File: src/rtl/out_port_pkg.sv
// Shared constants and helpers for the CPU output-port receiver FIFO.
// Imported by the receiver top level and its storage sub-module.
package out_port_pkg;

  localparam int DEPTH_DEFAULT = 16;
  localparam int DATA_W        = 8;
  localparam int FLAG_W        = 4;
  localparam int ENTRY_W       = 12;

  // Pointer width for a power-of-two depth, never narrower than one bit.
  function automatic int ptr_width(input int depth);
    return (depth > 1) ? $clog2(depth) : 1;
  endfunction

endpackage

File: src/rtl/out_fifo_mem.sv
// Simple dual-port storage for the receiver FIFO.
// Writes are synchronous; the read port is asynchronous so the head entry falls through.
module out_fifo_mem #(
  parameter int DEPTH  = 16,
  parameter int ADDR_W = 4,
  parameter int WIDTH  = 12
) (
  input  logic              clk_i,
  input  logic              wr_en_i,
  input  logic [ADDR_W-1:0] wr_addr_i,
  input  logic [WIDTH-1:0]  wr_data_i,
  input  logic [ADDR_W-1:0] rd_addr_i,
  output logic [WIDTH-1:0]  rd_data_o
);

  logic [WIDTH-1:0] mem_q [DEPTH];

  always_ff @(posedge clk_i) begin
    if (wr_en_i) begin
      mem_q[wr_addr_i] <= wr_data_i;
    end
  end

  assign rd_data_o = mem_q[rd_addr_i];

endmodule

File: src/rtl/out_port_receiver.sv
// Captures CPU output strobes into a first-word-fall-through FIFO for the host,
// with a hold request near full and a sticky overflow flag for dropped strobes.
module out_port_receiver
  import out_port_pkg::*;
#(
  parameter int DEPTH       = DEPTH_DEFAULT,
  parameter int HOLD_MARGIN = 2
) (
  input  logic                       CLK,
  input  logic                       SYN_CLR,
  input  logic                       DOUT,
  input  logic [DATA_W-1:0]          OUT_RESULT,
  input  logic [FLAG_W-1:0]          FLAG_IN,
  input  logic                       HOST_READY,
  output logic                       HOST_VALID,
  output logic [DATA_W-1:0]          HOST_DATA,
  output logic [FLAG_W-1:0]          HOST_FLAG,
  output logic [ptr_width(DEPTH):0]  FIFO_COUNT,
  output logic                       CPU_HOLD,
  output logic                       OVERFLOW,
  input  logic                       OVF_CLR
);

  localparam int PTR_W = ptr_width(DEPTH);

  typedef logic [PTR_W-1:0] ptr_t;
  typedef logic [PTR_W:0]   cnt_t;

  localparam cnt_t DEPTH_C = cnt_t'(DEPTH);
  localparam cnt_t HOLD_C  = cnt_t'(HOLD_MARGIN);

  ptr_t wrPtr_q, wrPtr_d;
  ptr_t rdPtr_q, rdPtr_d;
  cnt_t count_q, count_d;
  logic overflow_q, overflow_d;

  logic full;
  logic pushEn;
  logic popEn;
  logic [ENTRY_W-1:0] rdData;

  // A push while full is only accepted when the head leaves on the same edge.
  always_comb begin
    full       = (count_q == DEPTH_C);
    popEn      = (count_q != '0) && HOST_READY;
    pushEn     = DOUT && (!full || popEn);
    wrPtr_d    = wrPtr_q;
    rdPtr_d    = rdPtr_q;
    count_d    = count_q;
    overflow_d = overflow_q;

    if (pushEn) begin
      wrPtr_d = wrPtr_q + ptr_t'(1);
    end
    if (popEn) begin
      rdPtr_d = rdPtr_q + ptr_t'(1);
    end

    case ({pushEn, popEn})
      2'b10:   count_d = count_q + cnt_t'(1);
      2'b01:   count_d = count_q - cnt_t'(1);
      default: count_d = count_q;
    endcase

    if (DOUT && full && !popEn) begin
      overflow_d = 1'b1;
    end else if (OVF_CLR) begin
      overflow_d = 1'b0;
    end
  end

  always_ff @(posedge CLK) begin
    if (SYN_CLR) begin
      wrPtr_q    <= '0;
      rdPtr_q    <= '0;
      count_q    <= '0;
      overflow_q <= 1'b0;
    end else begin
      wrPtr_q    <= wrPtr_d;
      rdPtr_q    <= rdPtr_d;
      count_q    <= count_d;
      overflow_q <= overflow_d;
    end
  end

  out_fifo_mem #(
    .DEPTH  (DEPTH),
    .ADDR_W (PTR_W),
    .WIDTH  (ENTRY_W)
  ) u_mem (
    .clk_i     (CLK),
    .wr_en_i   (pushEn && !SYN_CLR),
    .wr_addr_i (wrPtr_q),
    .wr_data_i ({FLAG_IN, OUT_RESULT}),
    .rd_addr_i (rdPtr_q),
    .rd_data_o (rdData)
  );

  assign HOST_VALID              = (count_q != '0);
  assign {HOST_FLAG, HOST_DATA}  = rdData;
  assign FIFO_COUNT              = count_q;
  assign CPU_HOLD                = ((DEPTH_C - count_q) <= HOLD_C);
  assign OVERFLOW                = overflow_q;

endmodule
File: config.mk
export PLATFORM = sky130hd
export DESIGN_NAME = out_port_receiver
export DESIGN_NICKNAME = d
export VERILOG_FILES = /design/src/rtl/out_port_pkg.sv /design/src/rtl/out_fifo_mem.sv /design/src/rtl/out_port_receiver.sv
export SDC_FILE = /design/constraint.sdc
export NUM_CORES = 1
export LEC_CHECK = 0
export ABC_AREA = 1
export BUFFER_PORTS_ARGS = -buffer_cell sky130_fd_sc_hd__buf_2
export CAP_MARGIN = 20
export CORE_MARGIN = 3
export CORE_UTILIZATION = 40
export CTS_CLUSTER_DIAMETER = 150
export DETAILED_ROUTE_END_ITERATION = 7
export PLACE_DENSITY = 0.58
export SYNTH_ARGS = -nofsm -noshare
export SYNTH_HDL_FRONTEND = slang
export SYNTH_SLANG_ARGS = --single-unit
File: constraint.sdc
create_clock -name CLK -period 3.3 [get_ports CLK]
set_input_delay 0.495 -clock CLK [delete_from_list [all_inputs] [get_ports CLK]]
set_output_delay 0.495 -clock CLK [all_outputs]
set_load 0.05 [all_outputs]
Word level (Yosys, flattened, before mapping)
Memory sizes are Yosys's and may differ from the RTL's. A register that Yosys moved wholly into a read port is not among the register bits.
Index checks and enable logic that the tools add are counted.
Widths: inputs -> output; s select.

word-level totals
  register bits after elaboration = 14
  memory bits (writable) = 192
  input bits = 17
  memories kept = 1

memories
  name         depth  width  read ports  clocked after memory_dff  wr ports  RTL line            text
  u_mem.mem_q  16     12     1           1                         1         out_fifo_mem.sv:16  logic [WIDTH-1:0] mem_q [DEPTH];

cells by class
  $add $sub $neg = 5
  magnitude comparators = 1
  eq/ne operators = 3
  multiplexer cells = 7
  reduce and logical (&&, ||, !) cells = 12

operators with widths
  operator             count
  $pmux 5 s2           1
  $add 4x1->4 const B  2
  $mux 4               2
  $add 5x1->5 const B  1
  $eq 5x5->1 const B   1
  $le 5x2->1 const B   1
  $logic_and 1x1->1    5
  $reduce_bool 5->1    1
  $sub 5x1->5 const B  1
  $sub 5x5->5 const A  1
  $mux 1               4
  $reduce_bool 2->1    2
  $logic_not 1->1      3
  $eq 2x1->1 const B   1
  $eq 2x2->1 const B   1
  $logic_or 1x1->1     1

Longest topological paths before layout
  depth in word-level cells = 7
  depth in mapped cells = 19
  depth with buffers taken out = 19

By module
A second synthesis with hierarchy kept.

unflattened totals
  cells, all modules = 923
  area total of the unflattened synthesis = 9203.8 um^2

by module, submodules not included
  module             times used  cells an instance  area an instance (um^2)  sequential area each (um^2)
  out_fifo_mem       1           801                8321.7                   5765.5
  out_port_receiver  1           122                882.1                    280.3

Worst setup path before layout
Ideal clock, no wire load.

  path kind = register to output
  from = register count_q[0] (netlist: FIFO_COUNT[0])
  to = output CPU_HOLD
  data arrival time = 2625 ps
  required time = 2805 ps
  slack = 180 ps
  cell stages (with the launch flop) = 8
  buffers on the path = 0
  path through = dfxtp_1 > inv_1 > ha_1 > nand2_1 > nor2_1 > ha_1 > o21ai_0 > nor3_1

between the ends
  cells in the longest elaborated chain, start to end = 2

RTL lines
  item                    RTL line                  text
  start, declared         out_port_receiver.sv:34   cnt_t count_q, count_d;
  start signal, assigned  out_port_receiver.sv:81   count_q <= count_d;
  $sub 5x5->5             out_port_receiver.sv:102  assign CPU_HOLD = ((DEPTH_C - count_q) <= HOLD_C);
  $le 5x2->1              out_port_receiver.sv:102
  end, declared           out_port_receiver.sv:19   output logic CPU_HOLD,

No other way between the ends.

==> impl_metrics.tcl <==
set metrics [dict create \
    run_status "finished, final reports clean" \
    die-area_um2 23500 \
    hold_violations 0 \
    drc_errors 0 \
    setup_tns_ps 0 \
    synth_edf_count 192 \
    nets 734 \
    synth.most_common_cell "edfxtp_1" \
    vdd_ir_drop_max_mv 0.434 \
    drt_iter0_drc 544 \
    max_freq_mhz 347 \
    rsz0062_at_grt "no" \
    placedCellCount 957 \
    via_count 5324 \
    clkSinkCount 210 \
    leakage_nw 3.53 \
    grt_antenna_before_repair 0 \
    avgSynthCellArea_um2 13.2 \
    slowest_stage "dfxtp_4" \
    synthCells 658 \
    cp_slowest_stage_delay_ps 520 \
    dpl.hpwl_mm 13.0 \
    grt.met1_usage 0.255 \
    reg2regPathDepth 11 \
    synth_top_area_frac 0.664 \
    crit_arrival_ps 2390 \
    finalSetupViolCount 0 \
    worst-setup-path-type "reg -> out" \
    fin_cells 996 \
    grt_max_degree 64 \
    overflow 0 \
    regToRegSetupSlack_ps 820 \
    chipWidth_um 153 \
    numCtsBuffers 22 \
    synth.distinct_cells 28 \
    grt_util_met3 0.0289 \
    yosys-top-cells-count "192 x edfxtp_1, 70 x inv_1, 60 x o21ai_0" \
    synth_nets 686 \
    vias_per_cell 5.35 \
    slew-limit-headroom 0.456 \
    setup_slack_ps 418 \
    drive_gt1_frac 0.144 \
    ys_ff_latch 210 \
    rows 53 \
    grt_usage 0.172 \
    ff_latch_area_um2 6130 \
    post_drt_wl_per_cell_um 20.5 \
    critPathBufInv 2 \
    synth_area_um2 8690 \
    root_buffer "clkbuf_16" \
    maxSlewViolCount 0 \
    fin_crit_sh 0.873 \
    worstPathMaxFanout 44 \
    cap_violations 0 \
    seq_area_frac_synth 0.705 \
    dieHeight_um 153 \
    diodes 0 \
    portBuffers 36 \
    fin_skew_ps 10.1 \
    endpoint_kind "output pin" \
    worstHoldPathCells 2 \
    fp.coreArea_um2 21200 \
    path_cells "buf_12 -> mux2i_1 -> o21ai_0 -> o211ai_1 -> nand2_1 -> buf_2" \
    cts_buffer_depth 3 \
    worst_pin_slew_ps 815 \
    cts_hold_buffers 0 \
    multi_input_area_um2 2100 \
    fillers 1816 \
    start_util 0.411 \
    first_pass_iters 5 \
    yosysWarnings 0 \
    holdPathEnd "OVERFLOW$_SDFFE_PP0P_" \
    crit_required_ps 2800 \
    clk_pin_slew_ps 60 \
    min-delay-start "SYN_CLR" \
    gp_congestion 0.845 \
    critPathLaunchType "flip-flop" \
    hold_ws_ps 233 \
    drt_wl_total_mm 20.4 \
    antenna_left 0 \
    clk_latency_ps 500 \
    crit_family "flip-flops" \
    reg2reg_to "u_mem.mem_q[5][8]$_DFFE_PP_" \
    powerDensity_nw_per_um2 746 \
    use_met2 0.266 \
    synthToLayoutAreaGrowth_pct 15.3 \
    post_cts_buffers 0 \
    synth_area_leader_cell "edfxtp_1" \
    pre_cts_slack_ps 810 \
    netlist_top_cells_area "edfxtp_1 66%, mux2i_1 5.5%, o211ai_1 4.2%" \
    ctsHtreeMaxLevel 1 \
    cts-resized-gates 0 \
    worstHoldPathType "in -> reg" \
    async_flop_share 0 \
    busiest_layer "met2" \
    min_period_ps 2880 \
    total_power_mw 7.47 \
    first_global_vias 5108 \
    ios 37 \
    grt_first_pass_wirelength_mm 31.1 \
    crit-reg2reg-launch "FIFO_COUNT[0]$_SDFFE_PP0P_" \
    ys.flop_type "edfxtp_1" \
    cts_tree "built" \
]
flip-flops by register name, summed over array words and instances (netlist names), named ones only:
register,cells
wrPtr_q,4
u_mem.mem_q,192
rdPtr_q,4
FIFO_COUNT,5
OVERFLOW,1
logic make-up (layout without fill, tap and decap cells):
| family | count (synthesis) | after routing | synth area share |
|---|---|---|---|
| fa+ha+maj | 11 | 11 | 0.0158 |
| buf+inv | 110 | 173 | 0.0531 |
| simple gates | 97 | 97 | 0.0482 |
| mux | 48 | 48 | 0.0553 |
| flops | 210 | 210 | 0.705 |
| compound gates | 178 | 178 | 0.118 |
| xor+xnor | 4 | 4 | 0.00403 |
worst max-delay path by stage:
stage	start	to	slack (ps)	depth (start not counted)
2_1_floorplan	FIFO_COUNT[0]$_SDFFE_PP0P_	CPU_HOLD	180	7
3_3_place_gp	FIFO_COUNT[0]$_SDFFE_PP0P_	u_mem.mem_q[13][4]$_DFFE_PP_	860	11
3_5_place_dp	FIFO_COUNT[0]$_SDFFE_PP0P_	u_mem.mem_q[13][8]$_DFFE_PP_	810	11
4_1_cts	flip-flop	HOST_FLAG[3]	380	6
5_1_grt	flip-flop	HOST_FLAG[3]	260	6
6_report	flip-flop	HOST_FLAG[3]	420	6
power breakdown:
part	internal, mW	switching, mW
sequential	2.97	0.0777
clock	1.65	0.965
combinational	0.530	1.28
worst reg2reg max path, stage by stage (launching register included):
cell and delay [ps]:
dfxtp_1 430, inv_1 90, ha_1 240, nand2_1 80, nor2_1 50, ha_1 200
inv_2 90, nand2_2 120, a21oi_4 280, nand2_1 170, nor2_1 180, buf_4 250
cell type report:
cell class | instances | area share
Multi-Input combinational cell | 338 | 0.210
Tap cell | 275 | 0.0344
Clock buffer | 31 | 0.0635
Sequential cell | 210 | 0.612
Inverter | 77 | 0.0289
Clock inverter | 8 | 0.0140
Timing Repair Buffer | 57 | 0.0375
per-stage QoR:
stage               utilization  cell area (um^2)
floorplan                     -              8690
global placement          0.437              9240
detailed placement        0.437              9240
CTS                       0.473             10000
global route              0.473             10000
finish                    0.473             10000
routing by layer:
layer / vias up / routed length, um / part of all wire
met5: - / 0 / 0
met4: 0 / 424 / 0.021
met3: 19 / 1290 / 0.063
met2: 168 / 9390 / 0.46
met1: 2646 / 9330 / 0.46
li1: 2491 / - / -
placed cells by master (no fill, tap or decap):
cell / Yosys / final
mux2i_1: 48 / 48
buf_12: 0 / 3
clkinv_1: 2 / 2
inv_2: 5 / 5
o211ai_1: 49 / 49
nand3_1: 26 / 26
o21ai_1: 8 / 8
xor2_1: 2 / 2
nor3_1: 3 / 3
o21a_1: 1 / 1
a21oi_4: 1 / 1
edfxtp_1: 192 / 192
nor2_1: 26 / 26
nand2_1: 36 / 36
a21oi_1: 59 / 59
o21ai_0: 60 / 60
clkbuf_8: 0 / 3
clkinv_2: 0 / 4
ha_1: 11 / 11
xnor2_1: 2 / 2
bufinv_16: 0 / 4
nand3_2: 1 / 1
clkbuf_1: 17 / 5
buf_4: 2 / 18
dfxtp_1: 18 / 16
dfxtp_2: 0 / 1
nand4_1: 1 / 1
buf_2: 9 / 36
dfxtp_4: 0 / 1
nand2_2: 2 / 2
inv_1: 70 / 70
clkbuf_16: 0 / 23
nor2_2: 2 / 2
Note: power is estimated with default switching activity, not from simulation.
